==> src/rtl/div_seq.sv <==
`default_nettype none
// ============================================================================
//  Module   : div_seq
//  Purpose  : Iterative radix-2 restoring divider with a parametrised width,
//             per-operation signed/unsigned mode, quotient and remainder
//             outputs, divide-by-zero reporting and valid/ready handshakes
//             on both the operand and the result side.
//             One operation is in flight at a time.
//  Options  : DIV_SEQ_EARLY_TERM_EN - when defined, an operation whose
//             dividend magnitude is below a non-zero divisor magnitude
//             completes on the accepting edge instead of iterating.
//             Results are bit-identical in both builds; only latency moves.
//  Revision : 1.0 - initial release
// ============================================================================
module div_seq #(
  parameter int WIDTH = 32            // legal range 2..64
) (
  input  logic             clk,
  input  logic             rst_n,
  input  logic             in_valid,
  output logic             in_ready,
  input  logic [WIDTH-1:0] in_a,
  input  logic [WIDTH-1:0] in_b,
  input  logic             in_signed,
  output logic             out_valid,
  input  logic             out_ready,
  output logic [WIDTH-1:0] out_q,
  output logic [WIDTH-1:0] out_r,
  output logic             out_dbz
);

  // Iteration counter must be able to hold the value WIDTH itself.
  localparam int             CW       = $clog2(WIDTH + 1);
  localparam logic [CW-1:0]  CNT_INIT = CW'(WIDTH);
  localparam logic [CW-1:0]  CNT_LAST = CW'(1);

  typedef enum logic [1:0] {
    S_IDLE = 2'd0,
    S_CALC = 2'd1,
    S_DONE = 2'd2
  } state_t;

  state_t             state_q;

  // Captured operation context.
  logic               sa_q;        // dividend is negative (signed mode only)
  logic               sb_q;        // divisor is negative (signed mode only)
  logic               dbz_q;       // divisor was zero
  logic [WIDTH-1:0]   a_raw_q;     // dividend exactly as presented
  logic [WIDTH-1:0]   bmag_q;      // divisor magnitude

  // Shift register: dividend bits leave at the MSB while quotient bits
  // enter at the LSB, so after WIDTH steps it holds the magnitude quotient.
  logic [WIDTH-1:0]   dvd_q;
  // Partial remainder; always strictly below bmag_q so WIDTH bits suffice
  // between iterations. The widened WIDTH+1 value exists only in rem_cmp_d.
  logic [WIDTH-1:0]   rem_q;
  logic [CW-1:0]      cnt_q;

  // Registered outputs.
  logic               out_valid_q;
  logic [WIDTH-1:0]   out_q_q;
  logic [WIDTH-1:0]   out_r_q;
  logic               out_dbz_q;

  // Operand magnitudes at the accepting edge.
  logic               in_sa_d;
  logic               in_sb_d;
  logic [WIDTH-1:0]   amag_d;
  logic [WIDTH-1:0]   bmag_d;

  // One restoring step.
  logic [WIDTH:0]     rem_cmp_d;
  logic [WIDTH:0]     diff_d;
  logic               ge_d;
  logic [WIDTH-1:0]   rem_d;
  logic [WIDTH-1:0]   quo_d;

  // Final result formatting.
  logic [WIDTH-1:0]   q_res_d;
  logic [WIDTH-1:0]   r_res_d;

  // Ready is a pure function of state and reset, never of in_valid.
  assign in_ready = (state_q == S_IDLE) & rst_n;

  assign out_valid = out_valid_q;
  assign out_q     = out_q_q;
  assign out_r     = out_r_q;
  assign out_dbz   = out_dbz_q;

  // Operand sign detection and magnitude conversion; the most negative value
  // negates onto itself, which read as unsigned is exactly 2^(WIDTH-1).
  always_comb begin
    in_sa_d = in_signed & in_a[WIDTH-1];
    in_sb_d = in_signed & in_b[WIDTH-1];
    amag_d  = in_sa_d ? (~in_a + 1'b1) : in_a;
    bmag_d  = in_sb_d ? (~in_b + 1'b1) : in_b;
  end

  // One quotient bit: shift the next dividend bit into the remainder and try
  // the subtraction. The difference can never exceed 2^WIDTH when it is
  // non-negative, so its top bit doubles as the borrow (remainder too small).
  always_comb begin
    rem_cmp_d = {rem_q, dvd_q[WIDTH-1]};
    diff_d    = rem_cmp_d - {1'b0, bmag_q};
    ge_d      = ~diff_d[WIDTH];
    rem_d     = ge_d ? diff_d[WIDTH-1:0] : rem_cmp_d[WIDTH-1:0];
    quo_d     = {dvd_q[WIDTH-2:0], ge_d};
  end

  // Result formatting for the final step: quotient truncates toward zero,
  // remainder follows the dividend sign, divide-by-zero returns all ones and
  // the untouched dividend. Most-negative / -1 wraps naturally.
  always_comb begin
    if (dbz_q) begin
      q_res_d = '1;
      r_res_d = a_raw_q;
    end else begin
      q_res_d = (sa_q ^ sb_q) ? (~quo_d + 1'b1) : quo_d;
      r_res_d = sa_q ? (~rem_d + 1'b1) : rem_d;
    end
  end

  // Control FSM together with the iterative datapath and registered outputs.
  always_ff @(posedge clk) begin
    if (!rst_n) begin
      state_q     <= S_IDLE;
      sa_q        <= 1'b0;
      sb_q        <= 1'b0;
      dbz_q       <= 1'b0;
      a_raw_q     <= '0;
      bmag_q      <= '0;
      dvd_q       <= '0;
      rem_q       <= '0;
      cnt_q       <= '0;
      out_valid_q <= 1'b0;
      out_q_q     <= '0;
      out_r_q     <= '0;
      out_dbz_q   <= 1'b0;
    end else begin
      case (state_q)
        S_IDLE: begin
          if (in_valid) begin
            sa_q    <= in_sa_d;
            sb_q    <= in_sb_d;
            dbz_q   <= (in_b == '0);
            a_raw_q <= in_a;
            bmag_q  <= bmag_d;
            dvd_q   <= amag_d;
            rem_q   <= '0;
            cnt_q   <= CNT_INIT;
`ifdef DIV_SEQ_EARLY_TERM_EN
            // A dividend smaller than the divisor has quotient 0 and the
            // dividend itself as remainder, so the iteration is skipped.
            if ((in_b != '0) && (amag_d < bmag_d)) begin
              state_q     <= S_DONE;
              out_valid_q <= 1'b1;
              out_q_q     <= '0;
              out_r_q     <= in_a;
              out_dbz_q   <= 1'b0;
            end else begin
              state_q     <= S_CALC;
            end
`else
            state_q <= S_CALC;
`endif
          end
        end

        S_CALC: begin
          dvd_q <= quo_d;
          rem_q <= rem_d;
          cnt_q <= cnt_q - 1'b1;
          if (cnt_q == CNT_LAST) begin
            state_q     <= S_DONE;
            out_valid_q <= 1'b1;
            out_q_q     <= q_res_d;
            out_r_q     <= r_res_d;
            out_dbz_q   <= dbz_q;
          end
        end

        S_DONE: begin
          // Result data is left in place after the handshake; only the
          // valid flag drops.
          if (out_ready) begin
            state_q     <= S_IDLE;
            out_valid_q <= 1'b0;
          end
        end

        default: begin
          state_q     <= S_IDLE;
          out_valid_q <= 1'b0;
        end
      endcase
    end
  end

endmodule
`default_nettype wire

==> config.mk <==
export PLATFORM = sky130hd
export DESIGN_NAME = div_seq
export DESIGN_NICKNAME = d
export VERILOG_FILES = /design/src/rtl/div_seq.sv
export SDC_FILE = /design/constraint.sdc
export NUM_CORES = 1
export LEC_CHECK = 0
export ABC_AREA = 1
export ABC_CLOCK_PERIOD_IN_PS = 7310
export CAP_MARGIN = 20
export CORE_ASPECT_RATIO = 0.5
export CORE_MARGIN = 10
export CORE_UTILIZATION = 56
export CTS_BUF_LIST = sky130_fd_sc_hd__clkbuf_4 sky130_fd_sc_hd__clkbuf_8 sky130_fd_sc_hd__clkbuf_16
export CTS_CLUSTER_DIAMETER = 120
export CTS_CLUSTER_SIZE = 40
export DETAILED_ROUTE_END_ITERATION = 12
export GPL_TIMING_DRIVEN = 0
export PLACE_DENSITY_LB_ADDON = 0.25
export SLEW_MARGIN = 20
export SYNTH_ARGS = -nofsm -noshare
export SYNTH_HDL_FRONTEND = slang
export SYNTH_SLANG_ARGS = --single-unit
==> constraint.sdc <==
create_clock -name clk -period 7.31 [get_ports clk]
set_input_delay 1.462 -clock clk [delete_from_list [all_inputs] [get_ports clk]]
set_output_delay 1.462 -clock clk [all_outputs]
set_load 0.01 [all_outputs]
==> out/summary.txt, run 1 <==
DRT
--------------------------------------------------------------------------------------------------------
Antenna Nets Post-Route                                                                                0
Routed wire per std cell                                                                        17.90 um
Post-DR vias/cell                                                                                  5.650
Count of unresolved DRC violations after routing                                                       0
Initial DRT Pass Iterations                                                                            6
Violation count after the first detailed-routing iteration                                          1956
Routed vias                                                                                        15430
Total routed wirelength                                                                         48870 um

GLOBAL ROUTING
--------------------------------------------------------------------------------------------------------
Wire length of the first global-routing pass                                                    75620 um
Initial antenna violation count                                                                        1
Via count of the first global-routing pass                                                         13990
Overflow after GRT                                                                                     0
GRT Total Usage                                                                                   0.2883
Pin count of the biggest net entering global routing                                                  41

FINAL LAYOUT
--------------------------------------------------------------------------------------------------------
Multi-input logic area                                                                         8219 um^2
Fill cell total of the finished layout                                                              2333
Layout cell share with drive strength beyond 1                                                   0.03801
NumNets Final                                                                                       2503
Most common cell after layout, fill and taps aside                                          sky130_fd_sc_hd__nand2_1
Non-filler instance count after layout                                                              2730
Ant. Diodes                                                                                            0
Commonest cells after routing, fill and taps aside                                          628 x sky130_fd_sc_hd__nand2_1, 321 x sky130_fd_sc_hd__inv_1, 205 x sky130_fd_sc_hd__dfxtp_1, 198 x sky130_fd_sc_hd__nor2_1, 151 x sky130_fd_sc_hd__nand3_1
Area grow syn2layout                                                                              14.51%
Register cell area after layout                                                                4104 um^2

DIE
--------------------------------------------------------------------------------------------------------
Die height                                                                                      131.7 um
Overall die width                                                                               243.4 um
Core Box Area                                                                                 24270 um^2
Die footprint                                                                                 32040 um^2
Initial standard-cell utilization of the core                                                     0.5755
Number of placement rows                                                                              40
Number of top-level pins                                                                             136

STA
--------------------------------------------------------------------------------------------------------
Max-slew violation count                                                                               0
Slew @ Worst Pin                                                                                1.027 ns
Normalized max-slew margin                                                                        0.3153
Final setup skew                                                                              0.07196 ns
RSZ-0062 raised after global routing                                                                  no
Hold_ws                                                                                        0.4627 ns
Maximum clock rate                                                                             197.1 MHz
Final setup fails                                                                                      0
Part of the cycle the worst path needs                                                            0.6940
Fin Setup TNS                                                                                       0 ns
Number of failing hold endpoints at the final stage                                                    0
Final Critical Period                                                                           5.073 ns

PLACE
--------------------------------------------------------------------------------------------------------
Number of cells in the design after placement                                                       2720
Count of port buffers added during placement                                                         135
Final weighted congestion of routability-driven global placement                                  0.9970
Sum of net half-perimeters after detailed placement                                             39550 um

SETUP PATH
--------------------------------------------------------------------------------------------------------
Critical path class                                                                         register to register
WP buf/inv                                                                                             5
Data arrival time of the critical path                                                           5.47 ns
Worst Path Max Fanout                                                                                 10
Kind of cell adding the most delay to the critical path                                     simple AND/OR/NAND/NOR gates
Slowest cell on the critical path                                                           sky130_fd_sc_hd__dfxtp_1
Data required time at the worst endpoint                                                         7.71 ns
Kind of launch point of the worst setup path                                                    register
Cell repeated most along the worst path                                                     sky130_fd_sc_hd__nand2_1
Critical path capture point type                                                                register
Crit path largest cell delay                                                                     0.50 ns

POWER
--------------------------------------------------------------------------------------------------------
Worst IR drop on VDD                                                                         0.0001936 V
Power per unit of standard cell area                                                        295.1 nW/um^2
Leak Pwr                                                                                     0.007419 uW
Power, Total                                                                                     4720 uW

CLOCKING
--------------------------------------------------------------------------------------------------------
Insertion delay to the later sink of the worst-skew pair                                         0.50 ns
Post-CTS clock slew at the launch and capture registers of the worst setup and hold paths        0.15 ns
Count of clock tree sinks                                                                            205
Setup bufs post-CTS                                                                                    0
Post-cts repair resize count                                                                           0
CTS tree                                                                                            done
Hold buffer count at cts                                                                               0
Number of buffers inserted during clock tree synthesis                                                 9
Number of H-tree levels                                                                                1
Maximum clock insertion buffer count                                                                   3
Root Buffer                                                                                 sky130_fd_sc_hd__clkbuf_16

STATUS
--------------------------------------------------------------------------------------------------------
Result of the run                                                                              completed

SYNTH
--------------------------------------------------------------------------------------------------------
Synthesized flop and latch total                                                                     205
Count of flip-flops with a built-in enable after synthesis                                             0
Commonest register cell after synthesis                                                     sky130_fd_sc_hd__dfxtp_1
Synth Warn #                                                                                           0
Average cell area after synthesis                                                             6.211 um^2
Post-synthesis instance area                                                                  13970 um^2
Share of flip-flops with an asynchronous set or reset after synthesis                                  0
Count of unique library cells instantiated by Yosys                                                   59
Portion of the post-synthesis area used by sequential elements                                    0.2938
Post-synth net total                                                                                2357
Post-Synthesis Cells                                                                                2249

JOB
--------------------------------------------------------------------------------------------------------
# Max-Cap Violations                                                                                   0

HOLD PATH
--------------------------------------------------------------------------------------------------------
Class of the tightest hold or removal check                                                 register to register

[worst min-delay path: stages, from the launching register on]
cell and delay, ns:
sky130_fd_sc_hd__dfxtp_1 0.33, sky130_fd_sc_hd__inv_1 0.05, sky130_fd_sc_hd__a21oi_1 0.05
[final timing paths]
path                                                from                        to  slack [ns]  cells past startpoint
worst max-delay path              dvd_q[31]$_SDFFE_PN0P_    out_q[30]$_SDFFE_PN0P_        2.24                     31
worst min-delay path            a_raw_q[12]$_SDFFE_PN0P_  a_raw_q[12]$_SDFFE_PN0P_        0.46                      2
worst max register to register    dvd_q[31]$_SDFFE_PN0P_    out_q[30]$_SDFFE_PN0P_        2.24                     31
worst min register to register  a_raw_q[12]$_SDFFE_PN0P_  a_raw_q[12]$_SDFFE_PN0P_        0.46                      2
[stage by stage]
step / util / setup slack [ns] / instance area, um^2
4_1_cts: 0.6590 / 2.372 / 16000
5_1_grt: 0.6590 / 1.876 / 16000
2_1_floorplan: - / 3.400 / 13970
3_5_place_dp: 0.6485 / 2.430 / 15740
6_report: 0.6590 / 2.237 / 16000
3_3_place_gp: 0.6485 / 2.432 / 15740
[synth_stat cells (17+ instances only)]
cell type | number | area, um^2
sky130_fd_sc_hd__a21oi_1 | 139 | 695.7
sky130_fd_sc_hd__a31oi_1 | 40 | 250.2
sky130_fd_sc_hd__clkbuf_1 | 69 | 259.0
sky130_fd_sc_hd__dfxtp_1 | 205 | 4104
sky130_fd_sc_hd__ha_1 | 38 | 475.5
sky130_fd_sc_hd__inv_1 | 321 | 1205
sky130_fd_sc_hd__nand2_1 | 628 | 2357
sky130_fd_sc_hd__nand3_1 | 151 | 755.7
sky130_fd_sc_hd__nand4_1 | 20 | 125.1
sky130_fd_sc_hd__nor2_1 | 198 | 743.2
sky130_fd_sc_hd__nor3_1 | 41 | 205.2
sky130_fd_sc_hd__o21ai_0 | 134 | 670.6
sky130_fd_sc_hd__o221ai_1 | 17 | 148.9
sky130_fd_sc_hd__xor2_1 | 36 | 315.3
[cells by family (layout without fill, tap and decap cells)]
logic type | count (synthesis) | in the layout | share of synthesized area
AND/OR/NAND/NOR | 1121 | 1121 | 0.3490
adder cells (fa/ha/maj) | 39 | 39 | 0.03547
buffers and inverters | 422 | 567 | 0.1178
XOR/XNOR | 50 | 50 | 0.03135
AO/OA/AOI/OAI | 412 | 412 | 0.1726
flip-flops | 205 | 205 | 0.2938
[state kept, by name, indices dropped and copies added, names as in the netlist, 2 cells and up]
register and count:
bmag_q 32, a_raw_q 32, out_q 32, out_r 32, dvd_q 32, rem_q 32, state_q 2, cnt_q 6
[area by class of cell]
cell class	instances	area share
plain buffers	92	0.02542
clock buffers	9	0.01408
clock inverters	1	0.001877
inverters	330	0.07744
multi-input cells	1622	0.5138
flip-flops and latches	205	0.2566
well taps	336	0.02628
repair buffers	135	0.08448
[where the power goes]
| part | total, uW | switching, uW | internal, uW |
|---|---|---|---|
| Sequential | 1280 | 76.8 | 1200 |
| Combinational | 2830 | 1940 | 894 |
| Clock | 608 | 375 | 233 |
| Total | 4720 | 2390 | 2330 |
[per-layer routing]
layer	track usage	wire length [um]	share of wire	vias to the layer above
met4	0.07214	1269	0.026	2
li1	-	-	-	7559
met1	0.3987	21410	0.44	6937
met3	0.05724	5440	0.11	98
met2	0.4484	20740	0.42	829
met5	0	11	0.00023	-
(Power assumes the default switching activity.)
==> run 2, diff against run 1 <==
--- a/config.mk
+++ b/config.mk
@@ -6,7 +6,7 @@
 export NUM_CORES = 1
 export LEC_CHECK = 0
 export ABC_AREA = 1
-export ABC_CLOCK_PERIOD_IN_PS = 7310
+export ABC_CLOCK_PERIOD_IN_PS = 5240
 export CAP_MARGIN = 20
 export CORE_ASPECT_RATIO = 0.5
 export CORE_MARGIN = 10
==> constraint.sdc (replaced) <==
create_clock -name clk -period 5.24 [get_ports clk]
set_input_delay 1.048 -clock clk [delete_from_list [all_inputs] [get_ports clk]]
set_output_delay 1.048 -clock clk [all_outputs]
set_load 0.01 [all_outputs]
==> run 2 against run 1 <==
Effect of this change: critical endpoint unchanged; sequential share of layout area unchanged; clock skew up 0.0023 ns; wire length down 0.29%; highest routed layer unchanged; clock power up 39%; core utilization unchanged.
==> out/summary.txt, run 2 (synthesis gave the netlist of run 1 again) <==
CLOCKING
--------------------------------------------------------------------------------------------------------
Setup bufs post-CTS                                                                                    0   unchanged
Insertion delay to the later sink of the worst-skew pair                                         0.51 ns   was 0.50 ns
Number of H-tree levels                                                                                1   unchanged
Hold buffer count at cts                                                                               0   unchanged
CTS tree                                                                                            done   unchanged
Post-cts repair resize count                                                                           0   unchanged
Root Buffer                                                                                 sky130_fd_sc_hd__clkbuf_16   unchanged
Post-CTS clock slew at the launch and capture registers of the worst setup and hold paths        0.15 ns   about the same
Number of buffers inserted during clock tree synthesis                                                 9   unchanged
Count of clock tree sinks                                                                            205   unchanged
Maximum clock insertion buffer count                                                                   3   unchanged

FINAL LAYOUT
--------------------------------------------------------------------------------------------------------
Ant. Diodes                                                                                            0   unchanged
Fill cell total of the finished layout                                                              2334   was 2333
Commonest cells after routing, fill and taps aside                                          628 x sky130_fd_sc_hd__nand2_1, 321 x sky130_fd_sc_hd__inv_1, 205 x sky130_fd_sc_hd__dfxtp_1, 198 x sky130_fd_sc_hd__nor2_1, 151 x sky130_fd_sc_hd__nand3_1   unchanged
Layout cell share with drive strength beyond 1                                                   0.03803   was 0.03801
Area grow syn2layout                                                                              14.51%   unchanged
Non-filler instance count after layout                                                              2729   was 2730
NumNets Final                                                                                       2502   was 2503
Most common cell after layout, fill and taps aside                                          sky130_fd_sc_hd__nand2_1   unchanged

DIE
--------------------------------------------------------------------------------------------------------
Number of top-level pins                                                                             136   unchanged
Number of placement rows                                                                              40   unchanged
Die height                                                                                      131.7 um   unchanged
Initial standard-cell utilization of the core                                                     0.5755   unchanged
Overall die width                                                                               243.4 um   unchanged
Die footprint                                                                                 32040 um^2   unchanged
Core Box Area                                                                                 24270 um^2   unchanged

DRT
--------------------------------------------------------------------------------------------------------
Routed wire per std cell                                                                        17.86 um   was 17.90 um
Antenna Nets Post-Route                                                                                0   unchanged
Total routed wirelength                                                                         48730 um   was 48870 um
Violation count after the first detailed-routing iteration                                          1875   was 1956
Count of unresolved DRC violations after routing                                                       0   unchanged
Top routing layer used                                                                              met5   unchanged
Initial DRT Pass Iterations                                                                            6   unchanged
Length of routed met2 wiring                                                                    20710 um   was 20740 um
Routed vias                                                                                        15370   was 15430
Routed length on met1                                                                           21390 um   was 21410 um
Post-DR vias/cell                                                                                  5.633   was 5.650
Routed length on met3                                                                            5407 um   was 5440 um

STA
--------------------------------------------------------------------------------------------------------
Max-slew violation count                                                                               0   unchanged
Final setup skew                                                                              0.07424 ns   was 0.07196 ns
Slew @ Worst Pin                                                                                1.009 ns   was 1.027 ns
Part of the cycle the worst path needs                                                            0.8839   was 0.6940
Normalized max-slew margin                                                                        0.3275   was 0.3153
RSZ-0062 raised after global routing                                                                  no   unchanged
Final Critical Period                                                                           4.632 ns   was 5.073 ns
Final setup fails                                                                                      0   unchanged
Hold_ws                                                                                        0.4630 ns   was 0.4627 ns
Fin Setup TNS                                                                                       0 ns   unchanged
Maximum clock rate                                                                             215.9 MHz   was 197.1 MHz
Number of failing hold endpoints at the final stage                                                    0   unchanged

HOLD PATH
--------------------------------------------------------------------------------------------------------
Class of the tightest hold or removal check                                                 register to register   unchanged
Startpoint of the lowest-slack hold path                                                    a_raw_q[29]$_SDFFE_PN0P_   was a_raw_q[12]$_SDFFE_PN0P_

JOB
--------------------------------------------------------------------------------------------------------
# Max-Cap Violations                                                                                   0   unchanged

GLOBAL ROUTING
--------------------------------------------------------------------------------------------------------
Via count of the first global-routing pass                                                         13990   unchanged
GRT Total Usage                                                                                   0.2883   unchanged
Wire length of the first global-routing pass                                                    75620 um   unchanged
Pin count of the biggest net entering global routing                                                  41   unchanged
Overflow after GRT                                                                                     0   unchanged
Initial antenna violation count                                                                        1   unchanged

SETUP PATH
--------------------------------------------------------------------------------------------------------
Critical path capture point type                                                                register   unchanged
Data required time at the worst endpoint                                                         5.64 ns   was 7.71 ns
Critical path class                                                                         register to register   unchanged
Crit path largest cell delay                                                                     0.49 ns   was 0.50 ns
Kind of launch point of the worst setup path                                                    register   unchanged
Worst-case register-to-register setup slack                                                      0.61 ns   was 2.24 ns
Cell repeated most along the worst path                                                     sky130_fd_sc_hd__nand2_1   unchanged
Data arrival time of the critical path                                                           5.03 ns   was 5.47 ns
R2r startpoint                                                                              dvd_q[31]$_SDFFE_PN0P_   unchanged
Start point of the critical path                                                            dvd_q[31]$_SDFFE_PN0P_   unchanged
Slowest cell on the critical path                                                           sky130_fd_sc_hd__dfxtp_1   unchanged
Worst Path Max Fanout                                                                                 16   was 10

POWER
--------------------------------------------------------------------------------------------------------
Leak Pwr                                                                                     0.007419 uW   about the same
Power, Total                                                                                     6584 uW   was 4720 uW
Worst IR drop on VDD                                                                         0.0002521 V   was 0.0001936 V
Power per unit of standard cell area                                                        411.6 nW/um^2   was 295.1 nW/um^2

PLACE
--------------------------------------------------------------------------------------------------------
Final weighted congestion of routability-driven global placement                                  0.9970   unchanged
Count of port buffers added during placement                                                         135   unchanged
Number of cells in the design after placement                                                       2720   unchanged
Sum of net half-perimeters after detailed placement                                             39550 um   unchanged

STATUS
--------------------------------------------------------------------------------------------------------
Result of the run                                                                              completed   unchanged

==> run 2: cell types whose count changed in the layout (fill, tap and decap cells not counted), sizes merged <==
| cell | previous run | this run |
|---|---|---|
| buf | 23 | 22 |
==> run 2: final timing paths <==
kind	cells after the start	end
max	30	out_q[30]$_SDFFE_PN0P_
min	2	a_raw_q[29]$_SDFFE_PN0P_
max reg2reg	30	out_q[30]$_SDFFE_PN0P_
min reg2reg	2	a_raw_q[29]$_SDFFE_PN0P_
==> run 2: worst max-delay path, delay by kind of cell, from the launching register on <==
kind	cells	cell delay, ns
xor gates and xnor gates	1	0.20
DFF	1	0.49
AOI/OAI and AO/OA	4	0.71
buffers and inverters	4	0.30
and+or+nand+nor	18	2.13
adders and majority gates	3	0.69
==> run 2: through the flow <==
| stage | util | instance area, um^2 | worst slack [ns] |
|---|---|---|---|
| 2_1_floorplan | - | 13970 | 1.330 |
| 3_3_place_gp | 0.6485 | 15740 | 0.3622 |
| 3_5_place_dp | 0.6485 | 15740 | 0.3595 |
| 4_1_cts | 0.6590 | 16000 | 0.3016 |
| 5_1_grt | 0.6590 | 16000 | 0.2040 |
| 6_report | 0.6590 | 16000 | 0.6082 |
==> run 2: per-layer routing <==
layer	vias to the layer above	global-route usage
met4	2	0.07214
met5	-	0
li1	7550	-
met3	94	0.05724
met2	809	0.4484
met1	6917	0.3987
==> run 2: report_power, final <==
group | switching, uW | internal (uW)
registers | 107 | 1680
logic | 2710 | 1250
clock network | 522 | 325
==> run 2: final cells by class <==
cell class / count / area [um^2] / share of cell area
multi-input cells: 1622 / 8224 / 0.5142
clock buffers: 9 / 225.2 / 0.01408
inverters: 330 / 1239 / 0.07744
flip-flops and latches: 205 / 4104 / 0.2566
clock inverters: 1 / 30.03 / 0.001877
well taps: 336 / 420.4 / 0.02628
repair buffers: 135 / 1351 / 0.08448
plain buffers: 91 / 401.6 / 0.02511
